**src/rtl/cayde_ctrl_fsm_if.sv**
```systemverilog
// Instruction/data memory req/ack handshake between the cayde sequencer and its memories.
// The sequencer is the master: it raises requests and waits for the memory acknowledges.
interface cayde_ctrl_fsm_if;
   logic imem_req;
   logic imem_ack;
   logic dmem_req;
   logic dmem_we;
   logic dmem_ack;

   modport master (
      output imem_req,
      output dmem_req,
      output dmem_we,
      input  imem_ack,
      input  dmem_ack
   );

   modport slave (
      input  imem_req,
      input  dmem_req,
      input  dmem_we,
      output imem_ack,
      output dmem_ack
   );
endinterface

```
**src/rtl/cayde_ctrl_fsm.sv**
```systemverilog
// Multi-cycle control sequencer for the cayde core: fetch, decode, execute, memory, writeback,
// with variable-latency memory handshakes and a sticky trap on illegal opcodes or timeouts.
module cayde_ctrl_fsm #(
   parameter int unsigned TIMEOUT = 16,
   parameter int unsigned CNT_W   = 32
) (
   input  logic               clk,
   input  logic               rst,
   cayde_ctrl_fsm_if.master   mem,
   input  logic               run,
   input  logic [6:0]         opcode,
   input  logic               branch_taken,
   output logic               ir_we,
   output logic               alu_src_imm,
   output logic [1:0]         wb_sel,
   output logic [1:0]         pc_sel,
   output logic               pc_we,
   output logic               reg_write,
   output logic               trap,
   output logic [1:0]         trap_cause,
   output logic [2:0]         state_o,
   output logic [CNT_W-1:0]   instret
);

   typedef enum logic [2:0] {
      StIdle   = 3'd0,
      StFetch  = 3'd1,
      StDecode = 3'd2,
      StExec   = 3'd3,
      StMem    = 3'd4,
      StWb     = 3'd5,
      StTrap   = 3'd6
   } state_e;

   typedef enum logic [2:0] {
      ClsR, ClsIalu, ClsLoad, ClsStore, ClsBranch, ClsJal, ClsLui
   } cls_e;

   localparam logic [6:0] OpR      = 7'b0110011;
   localparam logic [6:0] OpIalu   = 7'b0010011;
   localparam logic [6:0] OpLoad   = 7'b0000011;
   localparam logic [6:0] OpStore  = 7'b0100011;
   localparam logic [6:0] OpBranch = 7'b1100011;
   localparam logic [6:0] OpJal    = 7'b1101111;
   localparam logic [6:0] OpLui    = 7'b0110111;

   localparam logic [1:0] CauseIllegal = 2'd1;
   localparam logic [1:0] CauseImem    = 2'd2;
   localparam logic [1:0] CauseDmem    = 2'd3;

   // Last wait-count value before a pending request times out.
   localparam logic [7:0] LastWait = 8'(TIMEOUT - 1);

   state_e           state_q, state_d;
   cls_e             cls_q, cls_d;
   logic             taken_q, taken_d;
   logic [1:0]       cause_q, cause_d;
   logic [7:0]       wait_q, wait_d;
   logic [CNT_W-1:0] instret_q, instret_d;

   always_ff @(posedge clk or negedge rst) begin
      if (!rst) begin
         state_q   <= StIdle;
         cls_q     <= ClsR;
         taken_q   <= 1'b0;
         cause_q   <= 2'd0;
         wait_q    <= '0;
         instret_q <= '0;
      end else begin
         state_q   <= state_d;
         cls_q     <= cls_d;
         taken_q   <= taken_d;
         cause_q   <= cause_d;
         wait_q    <= wait_d;
         instret_q <= instret_d;
      end
   end

   always_comb begin
      state_d      = state_q;
      cls_d        = cls_q;
      taken_d      = taken_q;
      cause_d      = cause_q;
      wait_d       = wait_q;
      instret_d    = instret_q;
      mem.imem_req = 1'b0;
      mem.dmem_req = 1'b0;
      mem.dmem_we  = 1'b0;
      ir_we        = 1'b0;
      alu_src_imm  = 1'b0;
      wb_sel       = 2'd0;
      pc_sel       = 2'd0;
      pc_we        = 1'b0;
      reg_write    = 1'b0;
      trap         = 1'b0;

      unique case (state_q)
         StIdle: begin
            if (run) state_d = StFetch;
         end
         StFetch: begin
            mem.imem_req = 1'b1;
            if (mem.imem_ack) begin
               ir_we   = 1'b1;
               state_d = StDecode;
            end else if (wait_q == LastWait) begin
               state_d = StTrap;
               cause_d = CauseImem;
            end else begin
               wait_d = wait_q + 8'd1;
            end
         end
         StDecode: begin
            state_d = StExec;
            case (opcode)
               OpR:      cls_d = ClsR;
               OpIalu:   cls_d = ClsIalu;
               OpLoad:   cls_d = ClsLoad;
               OpStore:  cls_d = ClsStore;
               OpBranch: cls_d = ClsBranch;
               OpJal:    cls_d = ClsJal;
               OpLui:    cls_d = ClsLui;
               default: begin
                  state_d = StTrap;
                  cause_d = CauseIllegal;
               end
            endcase
         end
         StExec: begin
            alu_src_imm = (cls_q == ClsIalu) || (cls_q == ClsLoad) ||
                          (cls_q == ClsStore) || (cls_q == ClsLui);
            if (cls_q == ClsBranch) taken_d = branch_taken;
            state_d = ((cls_q == ClsLoad) || (cls_q == ClsStore)) ? StMem : StWb;
         end
         StMem: begin
            mem.dmem_req = 1'b1;
            mem.dmem_we  = (cls_q == ClsStore);
            alu_src_imm  = 1'b1;
            if (mem.dmem_ack) begin
               state_d = StWb;
            end else if (wait_q == LastWait) begin
               state_d = StTrap;
               cause_d = CauseDmem;
            end else begin
               wait_d = wait_q + 8'd1;
            end
         end
         StWb: begin
            pc_we     = 1'b1;
            reg_write = (cls_q != ClsStore) && (cls_q != ClsBranch);
            if (cls_q == ClsLoad)     wb_sel = 2'd1;
            else if (cls_q == ClsJal) wb_sel = 2'd2;
            if (cls_q == ClsJal)                   pc_sel = 2'd2;
            else if (cls_q == ClsBranch && taken_q) pc_sel = 2'd1;
            instret_d = instret_q + CNT_W'(1);
            state_d   = run ? StFetch : StIdle;
         end
         StTrap: begin
            trap = 1'b1;
         end
         default: begin
            state_d = StIdle;
         end
      endcase

      // Every state entry starts a fresh timeout window.
      if (state_d != state_q) wait_d = '0;
   end

   assign trap_cause = cause_q;
   assign state_o    = state_q;
   assign instret    = instret_q;

endmodule

```
**src/flat_wrapper.sv**
```systemverilog
// flat-port wrapper written by rule: the top's interface ports become plain ports
module cayde_ctrl_fsm_flat 
#(
   parameter int unsigned TIMEOUT = 16,
   parameter int unsigned CNT_W   = 32
)
  (clk, rst, run, opcode, branch_taken, ir_we, alu_src_imm, wb_sel, pc_sel, pc_we, reg_write, trap, trap_cause, state_o, instret, mem_imem_req, mem_dmem_req, mem_dmem_we, mem_imem_ack, mem_dmem_ack);
  cayde_ctrl_fsm_if mem_i ();
  input  logic clk;
  input  logic rst;
  input  logic run;
  input  logic [6:0] opcode;
  input  logic branch_taken;
  output logic ir_we;
  output logic alu_src_imm;
  output logic [1:0] wb_sel;
  output logic [1:0] pc_sel;
  output logic pc_we;
  output logic reg_write;
  output logic trap;
  output logic [1:0] trap_cause;
  output logic [2:0] state_o;
  output logic [CNT_W-1:0] instret;
  output wire logic [$bits(mem_i.imem_req)-1:0] mem_imem_req;
  output wire logic [$bits(mem_i.dmem_req)-1:0] mem_dmem_req;
  output wire logic [$bits(mem_i.dmem_we)-1:0] mem_dmem_we;
  input wire logic [$bits(mem_i.imem_ack)-1:0] mem_imem_ack;
  input wire logic [$bits(mem_i.dmem_ack)-1:0] mem_dmem_ack;
  assign mem_imem_req = mem_i.imem_req;
  assign mem_dmem_req = mem_i.dmem_req;
  assign mem_dmem_we = mem_i.dmem_we;
  assign mem_i.imem_ack = mem_imem_ack;
  assign mem_i.dmem_ack = mem_dmem_ack;
  cayde_ctrl_fsm #(.TIMEOUT(TIMEOUT), .CNT_W(CNT_W)) u_core (.clk(clk), .rst(rst), .mem(mem_i), .run(run), .opcode(opcode), .branch_taken(branch_taken), .ir_we(ir_we), .alu_src_imm(alu_src_imm), .wb_sel(wb_sel), .pc_sel(pc_sel), .pc_we(pc_we), .reg_write(reg_write), .trap(trap), .trap_cause(trap_cause), .state_o(state_o), .instret(instret));
endmodule
```
**config.mk**
```make
export PLATFORM = sky130hd
export DESIGN_NAME = cayde_ctrl_fsm_flat
export DESIGN_NICKNAME = d
export VERILOG_FILES = /design/src/rtl/cayde_ctrl_fsm_if.sv /design/src/rtl/cayde_ctrl_fsm.sv /design/src/flat_wrapper.sv
export SDC_FILE = /design/constraint.sdc
export NUM_CORES = 1
export LEC_CHECK = 0
export BUFFER_PORTS_ARGS = -buffer_cell sky130_fd_sc_hd__buf_2
export CAP_MARGIN = 20
export CORE_MARGIN = 2
export CORE_UTILIZATION = 55
export DETAILED_ROUTE_END_ITERATION = 10
export GPL_TIMING_DRIVEN = 0
export PLACE_DENSITY = 0.9
export SETUP_SLACK_MARGIN = 0.4
export SLEW_MARGIN = 15
export SYNTH_ARGS = -nofsm -noshare
export SYNTH_HDL_FRONTEND = slang
export SYNTH_SLANG_ARGS = --single-unit
```
**constraint.sdc**
```tcl
create_clock -name clk -period 4.92 [get_ports clk]
set_input_delay 0.984 -clock clk [delete_from_list [all_inputs] [get_ports clk]]
set_output_delay 0.984 -clock clk [all_outputs]
set_load 0.01 [all_outputs]
```
==> flow_summary.ini <==
[clocking]
clock_path_buffers = 2
cts_root_buf = clkbuf_8
clkTransAtPathRegs_ns = 0.09
cts_buffers = 5
cts_tree = done
clock_latency_ns = 0.31
htreeDepth = 2
cts_resized = 0
post_cts_buffers = 0
cts.sinks = 49
hold_buffers = 0

[timing]
finalHoldViolations = 0
slew_violations = 0
hold_ws_ns = 0.471
rsz0062_at_grt = no
finalCritPeriodShare = 0.599
setup_viol = 0
max_slew_margin = 0.291
tightest_slew_ns = 1.05
final.min_clock_period_ns = 2.95
fin_skew_ns = 0.00606
tns_ns = 0
fmax_mhz = 339

[detailed_routing]
dr.pass1.iters = 4
drtIter0Drc = 123
vias_per_cell = 5.98
wl_per_cell_um = 15.1
wl_mm = 6.07
antenna_left = 0
route.detailed.drc = 0
vias = 2410

[floorplan]
core.rowCount = 25
die_h_um = 73.8
io_pins = 62
die_x_um = 73.8
core_area_um2 = 4720
start_util = 0.567
dieArea_um2 = 5440

[power]
power_density_nw_per_um2 = 361
leakage_uw = 0.00149
ir_worst_vdd_v = 0.000234

[synthesis]
synth_async_sr_flop_share = 1.00
synth-seq-area-share = 0.458
synth_edf_count = 0
synth_top_cell_by_area = dfrtp_1
syn-mean-instance-area_um2 = 10.0
syn-num-nets = 282
yosysUniqueCellTypes = 47
synth_area_um2 = 2680
yosysWarnings = 0
ys_ff_latch = 49
synth_ff_type = dfrtp_1
yosysTopAreaCellShare = 0.458
syn_inst = 267
ys_top_cells_by_area = dfrtp_1, xnor2_1, nand4_1

[placed_design]
post-dp-hpwl_mm = 4.43
port_buffers = 61
routabilityCongestion = 0.866

[critical_path]
critPathLaunch = u_core.state_o[1]
reg2reg_to = u_core.instret[25]
cp-end-kind = output port
start_kind = flip-flop
path_max_fanout = 10
worstRegToRegCells = 5
crit_chain = clkbuf_1 > buf_1 > o2111ai_1 > nand2_1 > buf_2
r2r-start = u_core.state_o[2]
criticalPathCategory = flip-flop to output port
slowest_delay_ns = 0.47
slowest_stage = buf_1
cp.arrival_ns = 1.96
cp.required_ns = 3.94
rrSetupSlack_ns = 2.64

[global_route]
grt_pass1_vias = 2184
grt_usage = 0.240
grt_overflow_total = 0
grt_antenna_before_repair = 0
grt_max_degree = 50
grt_pass1_wl_mm = 10.2

[finish]
drive_gt1_frac = 0.244
num_antenna_cells = 0
ff_latch_area_um2 = 1230
mostFrequentLayoutCell = buf_2
multi_input_area_um2 = 1390
layout.nets = 350
nFillCells = 368
final_cell_mix = buf_2, dfrtp_1, xnor2_1
synthToLayoutAreaGrowth_pct = 18.2

[min_path]
holdPathEnd = u_core.instret[31]
min_path_type = flip-flop to flip-flop
hold_depth = 1
hp-start = u_core.instret[31]

[run_status]
status = finished clean

[job]
max-cap-violations = 0
[stage by stage]
stage	setup WS [ns]	util	power, uW	instances	instance area, um2
2_1_floorplan	2.51	-	762	267	2680
3_3_place_gp	2.32	0.650	880	395	3070
3_5_place_dp	2.29	0.650	894	395	3070
4_1_cts	1.98	0.670	1150	403	3160
5_1_grt	1.80	0.670	1210	403	3170
6_report	1.97	0.670	1140	403	3170
[cells in the mapped netlist (all sizes together), types with 3 or more instances]
library cell  count
a2111oi           5
nor3b             3
nand3b            3
xnor2            34
and4              4
mux2              3
nor2             13
inv               6
or3b              3
clkbuf            4
nor2b             5
nand3            15
and3             12
nand4            19
nor4              6
buf               5
and2              3
a211o             3
nor3             14
xor2              3
dfrtp            49
a21oi             7
a211oi            5
nand2            20
[how the worst max path moves through the flow]
stage,to,slack (ns),cells after the start
2_1_floorplan,u_core.wait_q[4],2.51,5
3_3_place_gp,alu_src_imm,2.32,5
3_5_place_dp,u_core.wait_q[4],2.29,6
4_1_cts,alu_src_imm,1.98,5
5_1_grt,alu_src_imm,1.80,5
6_report,alu_src_imm,1.97,5
[logic make-up (layout without fill, tap and decap cells)]
family	after synthesis	count (layout)	share of synthesized area
and+or+nand+nor	125	125	0.263
DFF	49	49	0.458
xor gates and xnor gates	37	37	0.121
AOI/OAI and AO/OA	34	34	0.105
buffers and inverters	15	84	0.0234
muxes	5	5	0.0201
adders and majority gates	2	2	0.00934
[state kept, by name, summed over array words and instances (netlist names)]
name / flops
u_core.taken_q: 1
u_core.wait_q: 8
u_core.state_o: 3
u_core.instret: 32
u_core.cls_q: 3
u_core.trap_cause: 2
[where the power goes]
group | switching (uW) | internal, uW
registers | 52.4 | 445
clock network | 138 | 114
logic | 244 | 149
[per-layer routing]
layer,wire [um],track usage,vias to the layer above
met1,2660,0.326,1187
li1,-,-,1128
met4,97,0.0828,0
met3,339,0.0494,11
met5,0,0,-
met2,2980,0.380,84
[worst max-delay path: cells and delay by family (launching register included)]
kind | cells | cell delay (ns)
and+or+nand+nor | 1 | 0.10
AOI/OAI and AO/OA | 1 | 0.19
DFF | 1 | 0.42
buffers and inverters | 3 | 0.94
[area by class of cell]
class	instances	area share
Buffer	9	0.0126
Tap cell	67	0.0265
Sequential cell	49	0.387
Timing Repair Buffer	61	0.0972
Clock inverter	2	0.00435
Multi-Input combinational cell	203	0.439
Clock buffer	6	0.0261
Inverter	6	0.00711
No activity file was read; power rests on OpenSTA's default activity.
